$ cat src/rtl/ads131_spi_pkg.sv
// Package: ads131_spi_pkg
// Purpose: Shared constants and helpers for the ADS131A0x SPI frame engine
//          and its parent sequencer.
// Contents:
//   CMD_*          16-bit device command opcodes
//   RSP_READY      16-bit status word the device sends once it is ready
//   clog2()        ceiling log2, minimum result 1, usable in constant expressions
//   left_justify() places a 16-bit opcode in the top bits of a WORD_BITS word
package ads131_spi_pkg;

    localparam logic [15:0] CMD_NULL       = 16'h0000;
    localparam logic [15:0] CMD_UNLOCK     = 16'h0655;
    localparam logic [15:0] CMD_LOCK       = 16'h0555;
    localparam logic [15:0] CMD_WAKEUP     = 16'h0033;
    localparam logic [15:0] CMD_WREG_ENALL = 16'h4F0F;
    localparam logic [15:0] RSP_READY      = 16'hFF04;

    localparam int MAX_WORD_BITS = 32;

    // Ceiling log2; never returns 0 so a counter always has at least one bit.
    function automatic int clog2(input int value);
        int result;
        result = 1;
        for (int i = 1; i < 31; i++) begin
            if ((1 << i) < value) begin
                result = i + 1;
            end
        end
        return result;
    endfunction

    // 16-bit opcodes occupy the MSBs of a device word; the low bits are zero
    // padding. Callers take the low word_bits bits of the result.
    function automatic logic [MAX_WORD_BITS-1:0] left_justify(input logic [15:0] word16,
                                                              input int          word_bits);
        logic [MAX_WORD_BITS-1:0] wide;
        wide = {16'h0000, word16};
        return wide << (word_bits - 16);
    endfunction

endpackage

$ cat src/rtl/ads131_spi_bit_counter.sv
// Module: ads131_spi_bit_counter
// Purpose: Edge counter for one SPI frame. Counts 0..EDGES-1 on each SCLK
//          rising edge while cs_n is low, then wraps straight to 0 so frames
//          can run back to back.
// Ports:
//   SPI_SCLK_Temp  in   serial clock, all logic on posedge
//   reset_n        in   synchronous active-low reset
//   cs_n           in   chip select; high holds the counter at 0
//   bit_index      out  current edge number within the frame
//   frame_start    out  bit_index is 0 (next edge is the first of a frame)
//   frame_last     out  next edge completes the frame
//   abort_edge     out  next edge truncates a frame in progress
module ads131_spi_bit_counter #(
    parameter int EDGES    = 121,
    parameter int IDX_BITS = 7
) (
    input  logic                SPI_SCLK_Temp,
    input  logic                reset_n,
    input  logic                cs_n,
    output logic [IDX_BITS-1:0] bit_index,
    output logic                frame_start,
    output logic                frame_last,
    output logic                abort_edge
);

    // EDGES need not be a power of two, so the wrap is an explicit compare.
    localparam logic [IDX_BITS-1:0] LAST_INDEX = IDX_BITS'(EDGES - 1);

    assign frame_start = (bit_index == '0);
    assign frame_last  = !cs_n && (bit_index == LAST_INDEX);
    assign abort_edge  = cs_n && !frame_start;

    always_ff @(posedge SPI_SCLK_Temp) begin
        if (!reset_n) begin
            bit_index <= '0;
        end else if (cs_n || (bit_index == LAST_INDEX)) begin
            bit_index <= '0;
        end else begin
            bit_index <= bit_index + IDX_BITS'(1);
        end
    end

endmodule

$ cat src/rtl/ads131_spi_frame_engine.sv
// Module: ads131_spi_frame_engine
// Purpose: SPI frame shifter for the ADS131A0x, clocked by the generated SCLK.
//          Each frame shifts tx_cmd out on MOSI (remaining words zero) and
//          captures NUM_WORDS response words from MISO. The last complete
//          frame, a frame counter, a completion toggle and a masked status
//          compare are held for the parent sequencer, which owns CS and SCLK.
// Ports:
//   SPI_SCLK_Temp   in   serial clock, all logic on posedge
//   reset_n         in   synchronous active-low reset
//   cs_n            in   chip select from the parent
//   spi_miso        in   ADC data out
//   spi_mosi        out  ADC data in
//   tx_cmd          in   command word, stable from CS fall to bit_index 1
//   expect_word     in   expected status word
//   expect_mask     in   compare mask, 1 = bit compared
//   rx_frame        out  last complete frame, word 0 at the MSBs
//   rx_status       out  word 0 of rx_frame
//   frame_count     out  completed frames, wraps
//   frame_done_tgl  out  toggles once per completed frame
//   resp_match      out  masked compare of rx_status against expect_word
//   aborted         out  last frame was cut short by cs_n
//   bit_index       out  current edge number (debug)
module ads131_spi_frame_engine
    import ads131_spi_pkg::*;
#(
    parameter int WORD_BITS = 24,
    parameter int NUM_WORDS = 5,
    parameter int CPHA      = 1,
    parameter int CNT_BITS  = 8
) (
    input  logic                                       SPI_SCLK_Temp,
    input  logic                                       reset_n,
    input  logic                                       cs_n,
    input  logic                                       spi_miso,
    output logic                                       spi_mosi,
    input  logic [WORD_BITS-1:0]                       tx_cmd,
    input  logic [WORD_BITS-1:0]                       expect_word,
    input  logic [WORD_BITS-1:0]                       expect_mask,
    output logic [NUM_WORDS*WORD_BITS-1:0]             rx_frame,
    output logic [WORD_BITS-1:0]                       rx_status,
    output logic [CNT_BITS-1:0]                        frame_count,
    output logic                                       frame_done_tgl,
    output logic                                       resp_match,
    output logic                                       aborted,
    output logic [clog2(WORD_BITS*NUM_WORDS+CPHA)-1:0] bit_index
);

    localparam int TOTAL    = WORD_BITS * NUM_WORDS;
    localparam int EDGES    = TOTAL + CPHA;
    localparam int IDX_BITS = clog2(EDGES);

    logic                 frame_start;
    logic                 frame_last;
    logic                 abort_edge;
    logic [WORD_BITS-1:0] tx_shift;
    logic                 mosi_q;
    logic [TOTAL-2:0]     rx_shift;
    logic [TOTAL-1:0]     frame_next;
    logic [WORD_BITS-1:0] word0_next;
    logic                 sample_en;

    ads131_spi_bit_counter #(
        .EDGES    (EDGES),
        .IDX_BITS (IDX_BITS)
    ) u_bit_counter (
        .SPI_SCLK_Temp (SPI_SCLK_Temp),
        .reset_n       (reset_n),
        .cs_n          (cs_n),
        .bit_index     (bit_index),
        .frame_start   (frame_start),
        .frame_last    (frame_last),
        .abort_edge    (abort_edge)
    );

    // The final MISO bit goes straight into rx_frame without passing through
    // rx_shift, so rx_shift only needs TOTAL-1 bits.
    assign frame_next = {rx_shift, spi_miso};
    assign word0_next = frame_next[TOTAL-1 -: WORD_BITS];

    // With CPHA=1 the bit on MISO at edge 0 belongs to no frame bit; the
    // first real sample is one edge later.
    assign sample_en = (CPHA == 0) || !frame_start;

    // CPHA=0 must present bit 0 before any edge, so the MSB of tx_cmd is
    // driven combinationally while the counter sits at 0.
    assign spi_mosi = (CPHA != 0) ? mosi_q
                                  : (frame_start ? tx_cmd[WORD_BITS-1] : tx_shift[WORD_BITS-1]);

    assign rx_status = rx_frame[TOTAL-1 -: WORD_BITS];

    // NOTE: sequential state uses non-blocking assignments so every register
    // samples the pre-edge values and the block order does not matter.
    always_ff @(posedge SPI_SCLK_Temp) begin
        if (!reset_n) begin
            tx_shift       <= '0;
            mosi_q         <= 1'b0;
            rx_shift       <= '0;
            // NOTE: rx_frame is a wide register, not a RAM, and the parent may
            // read it before any frame completes, so it is reset with the rest.
            rx_frame       <= '0;
            frame_count    <= '0;
            frame_done_tgl <= 1'b0;
            resp_match     <= 1'b0;
            aborted        <= 1'b0;
        end else if (cs_n) begin
            tx_shift <= '0;
            mosi_q   <= 1'b0;
            rx_shift <= '0;
            if (abort_edge) begin
                aborted <= 1'b1;
            end
        end else begin
            // Only word 0 carries the command; shifting zeros in behind it
            // makes every later MOSI bit, and the CPHA=1 flush edge, zero.
            if (frame_start) begin
                tx_shift <= tx_cmd << 1;
                mosi_q   <= tx_cmd[WORD_BITS-1];
            end else begin
                tx_shift <= tx_shift << 1;
                mosi_q   <= tx_shift[WORD_BITS-1];
            end

            if (frame_last) begin
                rx_frame       <= frame_next;
                rx_shift       <= '0;
                frame_count    <= frame_count + CNT_BITS'(1);
                frame_done_tgl <= ~frame_done_tgl;
                aborted        <= 1'b0;
                resp_match     <= ((word0_next ^ expect_word) & expect_mask) == '0;
            end else if (sample_en) begin
                rx_shift <= frame_next[TOTAL-2:0];
            end
        end
    end

endmodule
$ cat config.mk
export PLATFORM = sky130hd
export DESIGN_NAME = ads131_spi_frame_engine
export DESIGN_NICKNAME = d
export VERILOG_FILES = /design/src/rtl/ads131_spi_pkg.sv /design/src/rtl/ads131_spi_bit_counter.sv /design/src/rtl/ads131_spi_frame_engine.sv
export SDC_FILE = /design/constraint.sdc
export NUM_CORES = 1
export LEC_CHECK = 0
export CAP_MARGIN = 20
export CORE_MARGIN = 2
export CORE_UTILIZATION = 44
export DETAILED_ROUTE_END_ITERATION = 12
export PLACE_DENSITY_LB_ADDON = 0.2
export REMOVE_ABC_BUFFERS = 1
export SYNTH_ARGS = -nofsm -noshare
export SYNTH_HDL_FRONTEND = slang
export SYNTH_SLANG_ARGS = --single-unit
$ cat constraint.sdc
create_clock -name SPI_SCLK_Temp -period 1.8 [get_ports SPI_SCLK_Temp]
set_input_delay 0.36 -clock SPI_SCLK_Temp [delete_from_list [all_inputs] [get_ports SPI_SCLK_Temp]]
set_output_delay 0.36 -clock SPI_SCLK_Temp [all_outputs]
set_load 0.05 [all_outputs]
==> results_dict.tcl, run 1 <==
set metrics [dict create \
    die_y_um 154 \
    yosysSeqAreaShare 0.569 \
    drc 0 \
    grtUsageTotal 0.188 \
    clk-insertion-delay-late_ps 520 \
    cts_setup_buffers 0 \
    synth-edff-count 0 \
    min_period_ps 1730 \
    critPathBufInv 2 \
    netlist.area_leader.share 0.569 \
    fin_total_pwr_mw 12.6 \
    syn_area_sq_mm 0.00988 \
    crit_family "simple AND/OR/NAND/NOR gates" \
    vdd_drop_max_uv 675 \
    finalSetupViolCount 0 \
    fmax_mhz 576 \
    synth_top_cell_by_area "dfxtp_1" \
    ys.flop_type "dfxtp_1" \
    required_ps 2210 \
    start_util 0.450 \
    ioPinCount 239 \
    clkPwrFrac 0.451 \
    globalplace.congestion 0.731 \
    grt_max_degree 78 \
    globalRoute.totalOverflow 0 \
    tritoncts "done" \
    skew_ps 11.3 \
    hold_viol_final 0 \
    rows 54 \
    cts-root-buf "clkbuf_16" \
    path_clk_slew_ps 60 \
    core_sq_mm 0.0220 \
    synthCells 1077 \
    crit_type "reg -> reg" \
    stdcell_area_sq_mm 0.0131 \
    synthTopCellsByArea "dfxtp_1 (57%), nand2_1 (13%), a22o_1 (9.2%), a21oi_1 (7.2%), xor2_1 (2.4%)" \
    maxSlewViolCount 0 \
    worst-path-max-fanout 25 \
    maxCapViolations 0 \
    rsz0062_at_grt "yes" \
    port_buffers 238 \
    place_ws_ps -179 \
    die_w_um 154 \
    cts_buffers 28 \
    worst_slack_ps 65.3 \
    fin_setup_tns_ps 0 \
    crit_chain "inv_1 > ha_1 > nand3b_1 > or3_1 > and2_4 > buf_12 > a22o_1" \
    syn_avg_cell_area_sq_um 9.17 \
    comb_power_share 0.052 \
    synth_most_common_cell "nand2_1" \
    wl_per_cell_um 14.9 \
    nNetsFinal 1366 \
    diodes 0 \
    placed_area_sq_mm 0.0122 \
    swShare 0.208 \
    cts.sinks 281 \
    synth.distinct_cells 31 \
    async_flop_share 0 \
    max-clock-path-buffers 3 \
    via_per_inst 5.03 \
    crit_arrival_ps 2140 \
    htree_num_levels 1 \
    startpoint_type "flip-flop" \
    grt_pass1_wl_um 37400 \
    share_seq_of_total_power 0.496 \
    drtPass1Iterations 4 \
    wl_um 23600 \
    final_antenna_net_count 0 \
    cpMaxStageDelayCell "or3_1" \
    yosysWarnings 0 \
    tightest_slew_ps 356 \
    intPower_mw 9.97 \
    maxSlewHeadroom 0.762 \
    synth-seq-cells 281 \
    powerDensity_mw_per_mm2 959 \
    slowest_delay_ps 330 \
    final_cells 1582 \
    final_layout_size_suffix_gt1_frac 0.197 \
    synthTopCellsByCount "nand2_1 (333), dfxtp_1 (281), a21oi_1 (143)" \
    drt_iter0_drc 329 \
    syn_to_final_growth_pct 33.0 \
    dieArea_sq_mm 0.0237 \
    hold_class "in -> reg" \
    vias 7950 \
    nFillCells 1953 \
    fin_crit_sh 0.964 \
    netSwitchingPower_mw 2.62 \
    power.leakage_nw 5.15 \
    status "complete, no violations" \
    cp-end-kind "flip-flop" \
    post-dp-hpwl_um 15900 \
    dp.cells 1537 \
    grt_pass1_vias 7252 \
    antenna_found_initial 0 \
]
==> cell families after synthesis <==
| group | count (synthesis) | synth area share |
|---|---|---|
| simple gates | 371 | 0.148 |
| flops | 281 | 0.569 |
| compound gates | 278 | 0.189 |
| buf+inv | 107 | 0.0570 |
| xor+xnor | 35 | 0.0310 |
| fa+ha+maj | 3 | 0.00380 |
| mux | 2 | 0.00228 |
==> per-layer routing <==
metal	routed length [um]	track usage	share of wire	vias up
met4	425	0.0401	0.018	0
li1	-	-	-	4017
met1	10900	0.256	0.46	3710
met3	1160	0.0338	0.049	33
met2	11100	0.316	0.47	190
met5	0	0	0	-
==> sequential cells by signal (all words and copies together) (netlist names) <==
signal / count
rx_shift: 119
aborted: 1
resp_match: 1
spi_mosi: 1
tx_shift: 23
frame_count: 8
rx_frame: 120
frame_done_tgl: 1
u_bit_counter.bit_index: 7
==> worst paths after layout <==
| check | start | end | slack (ps) | cells past startpoint |
|---|---|---|---|---|
| worst min-delay path | tx_cmd[22] | tx_shift[23] | 380 | 3 |
| worst max-delay path | u_bit_counter.bit_index[0] | rx_frame[3] | 70 | 7 |
| worst min register to register | tx_shift[20] | tx_shift[21] | 430 | 2 |
| worst max register to register | u_bit_counter.bit_index[0] | rx_frame[3] | 70 | 7 |
==> power by group through the flow <==
stage | Combinational [mW] | Sequential [mW] | Clock, mW
4_1_cts | 0.666 | 6.25 | 5.81
3_3_place_gp | 0.660 | 6.39 | 0
3_5_place_dp | 0.664 | 6.39 | 0
2_1_floorplan | 0.243 | 6.41 | 0
5_1_grt | 0.714 | 6.25 | 6.07
6_report | 0.660 | 6.25 | 5.68
==> worst reg2reg max path, delay by kind of cell, from the launching register on <==
family          cells  cell delay (ps)
compound gates      1              240
fa+ha+maj           1              150
buf+inv             2              250
flops               1              310
simple gates        3              670
==> stage by stage <==
step	utilization	hold WS [ps]
2_1_floorplan	-	422
6_report	0.598	382
3_5_place_dp	0.557	428
4_1_cts	0.598	363
3_3_place_gp	0.557	425
5_1_grt	0.598	384
==> placed cells by master, fill, tap and decap left out, types with 16 or more instances in the layout <==
cell,n
clkdlybuf4s50_1,75
buf_12,16
clkbuf_16,29
xor2_1,27
a21boi_0,22
buf_4,192
a22o_1,104
nand2_1,332
dfxtp_1,281
a21oi_1,143
==> final cells by class <==
class                           count  area (sq um)  share of cell area
Timing Repair Buffer              283          2510               0.191
Tap cell                          280           350              0.0267
Clock inverter                      4          70.1             0.00533
Multi-Input combinational cell    689          3740               0.284
Inverter                            4          15.0             0.00114
Sequential cell                   281          5630               0.428
Clock buffer                       41           831              0.0632
==> what timing repair did <==
action	4_1_cts	5_1_grt
hold buffers	0	0
endpoints found under the setup margin	0	73
gates resized for setup	0	2
No activity file was read; power rests on OpenSTA's default activity.
==> inputs of run 2 (changes only) <==
--- a/config.mk
+++ b/config.mk
@@ -5,9 +5,10 @@
 export SDC_FILE = /design/constraint.sdc
 export NUM_CORES = 1
 export LEC_CHECK = 0
+export ABC_AREA = 1
 export CAP_MARGIN = 20
 export CORE_MARGIN = 2
-export CORE_UTILIZATION = 44
+export CORE_UTILIZATION = 45
 export DETAILED_ROUTE_END_ITERATION = 12
 export PLACE_DENSITY_LB_ADDON = 0.2
 export REMOVE_ABC_BUFFERS = 1
==> run 2 against run 1 <==
Compared with the run above: cell count is 8.7% higher; routed wire length is 7.4% higher; combinational power is 20% higher; synthesized cell count is 11% higher; via count is 7.5% higher; critical endpoint is now spi_mosi.
==> results_dict.tcl, run 2 <==
set metrics [dict create \
    yosysWarnings 0 \
    hold_buffers 0 \
    endpoint "spi_mosi" \
    top_register "rx_frame" \
    cts_setup_buffers 0 \
    globalRoute.totalOverflow 0 \
    hold_viol_final 0 \
    die_w_um 155 \
    grt_pass1_wl_um 40600 \
    syn_avg_cell_area_sq_um 8.63 \
    syn_area_sq_mm 0.0103 \
    synthCells 1194 \
    maxCapViolations 0 \
    min_period_ps 1710 \
    cts_buffers 28 \
    synthTopCellsByArea "dfxtp_1 (55%), nand2_1 (12%), a22o_1 (6.6%), a21oi_1 (4.7%), a21oi_2 (4.2%)" \
    critPathBufInv 1 \
    vias 8548 \
    finalSetupViolCount 0 \
    drc 0 \
    yosysSeqAreaShare 0.546 \
    cts-root-buf "clkbuf_16" \
    synth_most_common_cell "nand2_1" \
    via_per_inst 4.97 \
    synth-edff-count 0 \
    drt_iter0_drc 489 \
    fin_crit_sh 0.950 \
    synth.distinct_cells 31 \
    netlist.area_leader.share 0.546 \
    async_flop_share 0 \
    final_common_cell "nand2_1" \
    syn_to_final_growth_pct 31.4 \
    timing.rr.end "rx_frame[66]" \
    crit_start "spi_mosi" \
    clk-insertion-delay-late_ps 540 \
    final_antenna_net_count 0 \
    dieArea_sq_mm 0.0241 \
    reg.largest.list "rx_frame (120), rx_shift (119), tx_shift (23)" \
    ys.flop_type "dfxtp_1" \
    crit_chain "dlygate4sd2_1" \
    rows 55 \
    cpMaxStageDelayCell "dlygate4sd2_1" \
    synthTopCellsByCount "nand2_1 (334), dfxtp_1 (281), a21oi_1 (96)" \
    maxSlewHeadroom 0.676 \
    grtUsageTotal 0.203 \
    largest_reg_flops 120 \
    die_y_um 155 \
    worst-path-max-fanout 1 \
    power.leakage_nw 5.38 \
    cp-end-kind "output pin" \
    crit_type "reg -> out" \
    post-dp-hpwl_um 17300 \
    grt_pass1_vias 7940 \
    grt_max_degree 59 \
    ioPinCount 239 \
    crit_family "buffers and inverters" \
    synth_top_cell_by_area "dfxtp_1" \
    final_util 0.600 \
    required_ps 1440 \
    antenna_found_initial 1 \
    crit_arrival_ps 1350 \
    skew_ps 12.6 \
    cts.sinks 281 \
    status "complete, no violations" \
    final_cell_mix "nand2_1 (334), dfxtp_1 (281), buf_4 (192)" \
    port_buffers 238 \
    max-clock-path-buffers 3 \
    rsz0062_at_grt "no" \
    drtPass1Iterations 5 \
    r2r_cells 10 \
    path_depth 1 \
    tightest_slew_ps 487 \
    slowest_delay_ps 520 \
    nNetsFinal 1492 \
    fmax_mhz 585 \
    core_sq_mm 0.0226 \
    htree_num_levels 1 \
    globalplace.congestion 0.831 \
    wl_um 25300 \
    powerDensity_mw_per_mm2 958 \
    start_util 0.457 \
    vdd_drop_max_uv 522 \
    stdcell_area_sq_mm 0.0135 \
    final_layout_size_suffix_gt1_frac 0.220 \
    r2r_start "u_bit_counter.bit_index[0]" \
    tritoncts "done" \
    wl_per_cell_um 14.7 \
    regToRegSetupSlack_ps 140 \
    startpoint_type "flip-flop" \
    fin_setup_tns_ps 0 \
    maxSlewViolCount 0 \
    placed_area_sq_mm 0.0126 \
    path_clk_slew_ps 60 \
    synth-seq-cells 281 \
    hold_class "in -> reg" \
]
-- run 2: cell count changes in the layout (fill, tap and decap cells not counted), moves of 25 or more --
cell,delta
a21oi_1,-47
a21oi_2,+50
nor2_1,+69
inv_1,+52
o21ai_0,+52
xor2_1,-25
a22o_1,-26
-- run 2: worst min path at each step --
| stage | start | to | slack [ps] | cells past startpoint |
|---|---|---|---|---|
| after CTS | tx_cmd[0] | tx_shift[1] | 350 | 3 |
| after global routing | tx_cmd[0] | tx_shift[1] | 370 | 3 |
| after global placement | tx_shift[19] | tx_shift[20] | 440 | 2 |
| final | tx_cmd[0] | tx_shift[1] | 370 | 3 |
| after floorplan | tx_shift[23] | spi_mosi | 430 | 2 |
| after detailed placement | tx_shift[23] | spi_mosi | 440 | 2 |
-- run 2: final cells by class --
| cell class | instances | area [sq um] |
|---|---|---|
| Fill cell | 2027 | 9030 |
| Sequential cell | 281 | 5630 |
| Clock buffer | 43 | 847 |
| Tap cell | 285 | 357 |
| Inverter | 61 | 238 |
| Multi-Input combinational cell | 756 | 3840 |
| Timing Repair Buffer | 285 | 2530 |
| Antenna cell | 1 | 2.50 |
| Clock inverter | 7 | 96.3 |
-- run 2: cells by family (layout without fill, tap and decap cells) --
| family | Yosys count | after routing | synth area share |
|---|---|---|---|
| and+or+nand+nor | 452 | 452 | 0.174 |
| adders and majority gates | 3 | 3 | 0.00364 |
| AOI/OAI and AO/OA | 297 | 297 | 0.191 |
| xor gates and xnor gates | 3 | 3 | 0.00255 |
| muxes | 1 | 1 | 0.000971 |
| other | 0 | 1 | 0 |
| DFF | 281 | 281 | 0.546 |
| buffers and inverters | 157 | 396 | 0.0822 |
-- run 2: per-layer routing --
metal,GRT usage,up-vias,routed length [um]
li1,-,4337,-
met1,0.283,3948,11800
met2,0.330,234,11500
met3,0.0359,29,1620
met4,0.0481,0,412
met5,0,-,0
-- run 2: timing repair --
action	in CTS	in global routing
gates cloned	0	0
pin swaps	0	0
resized for setup	1	3
setup endpoints to repair	1	53
-- run 2: where the power goes --
part	internal, mW	total [mW]	switching [mW]	leakage, nW
Clock	3.51	5.87	2.36	0.468
Sequential	6.28	6.30	0.0282	2.27
Combinational	0.336	0.792	0.455	2.65
-- run 2: per-stage QoR --
step / hold slack (ps) / worst slack, ps / total power, mW / instances
finish: 366 / 90.6 / 13.0 / 1719
global route: 373 / 13.5 / 13.4 / 1718
CTS: 354 / 52.9 / 13.1 / 1718
detailed placement: 443 / -135 / 7.23 / 1668
global placement: 435 / -127 / 7.23 / 1668
floorplan: 431 / -2490 / 6.79 / 1098
==> inputs of run 3 (changes only) <==
==> constraint.sdc (replaced) <==
create_clock -name SPI_SCLK_Temp -period 1.8 [get_ports SPI_SCLK_Temp]
set_input_delay 0.36 -clock SPI_SCLK_Temp [delete_from_list [all_inputs] [get_ports SPI_SCLK_Temp]]
set_output_delay 0.36 -clock SPI_SCLK_Temp [all_outputs]
set_load 0.1 [all_outputs]
==> run 3 against run 2 <==
Compared with the run above: core utilization is 8.4 points higher; global-route usage is 1.2 points higher; setup slack better by 58 ps; clock power is 2% lower; final area is 14% higher; count of clock-buffer cells in the layout is 6 lower; hold slack better by 8.1 ps; maximum frequency is 3.5% higher; critical endpoint is now rx_frame[71]; largest power group unchanged; highest routed layer unchanged.
==> results_dict.tcl, run 3 (same netlist as run 2, synthesis figures left out) <==
set metrics [dict create \
    via_per_inst 5.08 \
    fin_setup_tns_ps 0 \
    place_ws_ps -35.5 \
    final_common_cell "nand2_1" \
    reg.largest.list "rx_frame (120), rx_shift (119), tx_shift (23)" \
    cts-root-buf "clkbuf_16" \
    required_ps 2210 \
    drt_iter0_drc 461 \
    path_clk_slew_ps 60 \
    diodes 0 \
    clk-insertion-delay-late_ps 530 \
    globalRoute.totalOverflow 0 \
    hold_buffers 0 \
    vias 8653 \
    status "complete, no violations" \
    top_register "rx_frame" \
    final_util 0.684 \
    ioPinCount 239 \
    max-clock-path-buffers 3 \
    cts_setup_buffers 0 \
    crit_arrival_ps 2070 \
    dp.cells 1655 \
    largest_reg_flops 120 \
    worst_slack_ps 149 \
    grt_max_degree 68 \
    wl_um 26500 \
    cts_buffers 28 \
    skew_ps 9.73 \
    cts_resized 0 \
    final_layout_size_suffix_gt1_frac 0.212 \
    worst-path-max-fanout 34 \
    grt_pass1_vias 8484 \
    power.leakage_nw 5.74 \
    fin_crit_sh 0.917 \
    maxSlewHeadroom 0.737 \
    grtUsageMet1 0.291 \
    wl_per_cell_um 15.6 \
    final_cell_mix "nand2_1 (334), dfxtp_1 (281), buf_12 (176)" \
    rsz0062_at_grt "no" \
    start_util 0.457 \
    die_y_um 155 \
    hold_viol_final 0 \
    die_w_um 155 \
    tightest_slew_ps 393 \
    finalSetupViolCount 0 \
    powerDensity_mw_per_mm2 836 \
    holdWs_ps 374 \
    globalplace.congestion 0.850 \
    drtPass1Iterations 4 \
    rows 55 \
    min_period_ps 1650 \
    min_path_cells 3 \
    core_sq_mm 0.0226 \
    crit_type "reg -> reg" \
    syn_to_final_growth_pct 49.9 \
    r2r_cells 7 \
    maxSlewViolCount 0 \
    startpoint_type "flip-flop" \
    tritoncts "done" \
    hold_class "in -> reg" \
    final_antenna_net_count 0 \
    final_cells 1702 \
    post-dp-hpwl_um 17900 \
    vdd_drop_max_uv 690 \
    port_buffers 238 \
    maxCapViolations 0 \
    fmax_mhz 606 \
    cts.sinks 281 \
    grt_pass1_wl_um 42900 \
    drc 0 \
    antenna_found_initial 2 \
    cp-end-kind "flip-flop" \
    grtUsageTotal 0.215 \
    met3_usage 0.0437 \
    grt-busiest-layer "met2" \
    nNetsFinal 1480 \
    htree_num_levels 1 \
    grtUsageMet2 0.353 \
    dieArea_sq_mm 0.0241 \
]
## run 3: cell types whose count changed in the layout (fill, tap and decap cells not counted), moves of 2 or more
cell       previous run  this run
clkbuf_8              9         3
buf_4               192        20
buf_12               16       176
clkbuf_16            28        30
## run 3: where the power goes
group,switching (mW),total (mW),internal [mW]
Clock,2.31,5.77,3.46
Combinational,0.487,0.836,0.350
Sequential,0.0312,6.31,6.28
Total,2.83,12.9,10.1
## run 3: cell type report
| type | count | area (sq um) |
|---|---|---|
| Fill cell | 1729 | 7120 |
| Tap cell | 285 | 357 |
| Multi-Input combinational cell | 756 | 3840 |
| Timing Repair Buffer | 273 | 4480 |
| Inverter | 61 | 235 |
| Sequential cell | 281 | 5630 |
| Clock inverter | 9 | 123 |
| Clock buffer | 37 | 786 |
## run 3: worst paths after layout
check | startpoint | end | slack (ps)
worst max-delay path | u_bit_counter.bit_index[3] | rx_frame[71] | 150
worst min-delay path | tx_cmd[0] | tx_shift[1] | 370
worst max register to register | u_bit_counter.bit_index[3] | rx_frame[71] | 150
worst min register to register | tx_shift[3] | tx_shift[4] | 460
## run 3: per-layer routing
layer / up-vias / share of wire
li1: 4302 / -
met1: 4071 / 0.45
met2: 235 / 0.47
met3: 45 / 0.064
met4: 0 / 0.020
met5: - / 0
## run 3: worst max-delay path, cell delays in order (launching register included)
cell and delay [ps]:
dfxtp_1 460, nand2_1 140, nor2_4 150, nand3_4 90, nand2_1 120, clkinv_2 150, buf_12 210, a22o_1 190
## run 3: per-stage QoR
stage / total power [mW] / instance area [sq um]
finish: 12.9 / 15400
global placement: 7.25 / 14500
floorplan: 6.82 / 9690
detailed placement: 7.26 / 14500
global route: 13.4 / 15400
CTS: 13.0 / 15400
==> RTL edit: new RTL, settings of run 1 <==
Set the parameter `CPHA` to 0 (it was 1). Comments in the files are not updated.
--- a/src/rtl/ads131_spi_frame_engine.sv
+++ b/src/rtl/ads131_spi_frame_engine.sv
@@ -25,7 +25,7 @@
 #(
     parameter int WORD_BITS = 24,
     parameter int NUM_WORDS = 5,
-    parameter int CPHA      = 1,
+    parameter int CPHA      = 0,
     parameter int CNT_BITS  = 8
 ) (
     input  logic                                       SPI_SCLK_Temp,
Function: changed (a bounded check fails within 4 cycles, from zero or initial values and one cycle with reset_n low).
==> RTL edit against run 1 <==
  * The run now ends with setup timing left
  * Sequential cell count down 1
  * Global-route usage shrank 1.2 points
  * Wire length fell by 9.3%
  * Worst setup slack got worse by 310 ps
  * Count of clock-buffer cells in the layout increased by 3
  * Die area decreased by 8.8%
  * Critical path depth down 2
  * Non-clock buffer count is the same
  * First-iteration DRC count shrank 41%
  * Largest power group unchanged
  * Synthesized area down 9.0%
  * Power decreased by 2.7%
  * Design area down 5.6%
  * Critical endpoint is now spi_mosi
==> RTL edit: results (changes against run 1) <==
drive_above_1_share: 0.247  # +0.0496
grt_usage: 0.176  # -0.0123
ys_top_cells_by_area: "dfxtp_1, a22o_1, and2_1, nand2_1, xor2_1"
first_iter_violations: 193  # -41%
grt_pass1_wl_um: 31500  # -16%
ctsResizeCount: 8  # +8
finalHoldWorstSlack_ps: 385  # +2.44 ps
clock_skew_ps: 6.63  # -4.69 ps
fillers: 1708  # -13%
syn_avg_cell_area_um2: 11.1  # +21%
violations: "setup timing"
muxShareOfSynthArea: 0.00251  # +0.000225
final_nets: 1125  # -18%
vias: 6404  # -19%
synth.distinct_cells: 32  # +3.2%
setup_violations: 1  # +1
wire_per_inst_um: 16.0  # +7.4%
dp.cells: 1275  # -17%
placed_cell_area_um2: 11300  # -7.9%
arrival_ps: 1680  # -460 ps
ys_seq_area_frac: 0.624  # +0.0540
grt_pass1_vias: 6169  # -15%
routed-wl-met2_um: 9740  # -12%
status: "finished with violations"
use_met2: 0.289  # -0.0270
synth-xor-area-share: 0.0341  # +0.00307
vdd_drop_max_v: 0.000809  # +20%
r2r_slack_ps: 10  # -60 ps
antennaDiodeCount: 0  # unchanged
critPathMaxFanout: 3  # -88%
synth_fa_ha_area_frac: 0.00418  # +0.000375
synth_compound_area_frac: 0.140  # -0.0489
met3WireLength_um: 1460  # +26%
power.leakage_nw: 5.39  # +4.6%
netSwitchingPower_mw: 2.54  # -3.3%
timing.final.ws_setup_ps: -242  # -307 ps
gr-usage-met1: 0.230  # -0.0256
wl_met1_um: 9770  # -10%
wl_um: 21400  # -9.3%
met3_usage: 0.0522  # +0.0184
finalSetupTns_ps: -242  # -242 ps
grt_start_max_net_pins: 90  # +15%
gp_congestion: 0.772  # +5.6%
## RTL edit: power groups by stage
stage	logic, mW	registers (mW)	clock network (mW)
after CTS	0.465	6.23	5.61
after detailed placement	0.460	6.37	0
final	0.530	6.23	5.50
after global routing	0.572	6.23	5.90
after global placement	0.457	6.37	0
after floorplan	0.151	6.38	0
## RTL edit: layout make-up
cell class / count / area, um^2 / area share
clock buffers: 44 / 811 / 0.0653
clock inverters: 5 / 61.3 / 0.00494
inverters: 3 / 11.3 / 0.000907
multi-input cells: 450 / 3020 / 0.243
flip-flops and latches: 280 / 5610 / 0.452
well taps: 270 / 338 / 0.0272
repair buffers: 283 / 2560 / 0.206
## RTL edit: final timing paths
| path | end | start |
|---|---|---|
| min reg2reg | tx_shift[8] | tx_shift[7] |
| min | tx_shift[1] | tx_cmd[0] |
| max reg2reg | rx_frame[74] | u_bit_counter.bit_index[3] |
| max | spi_mosi | u_bit_counter.bit_index[4] |
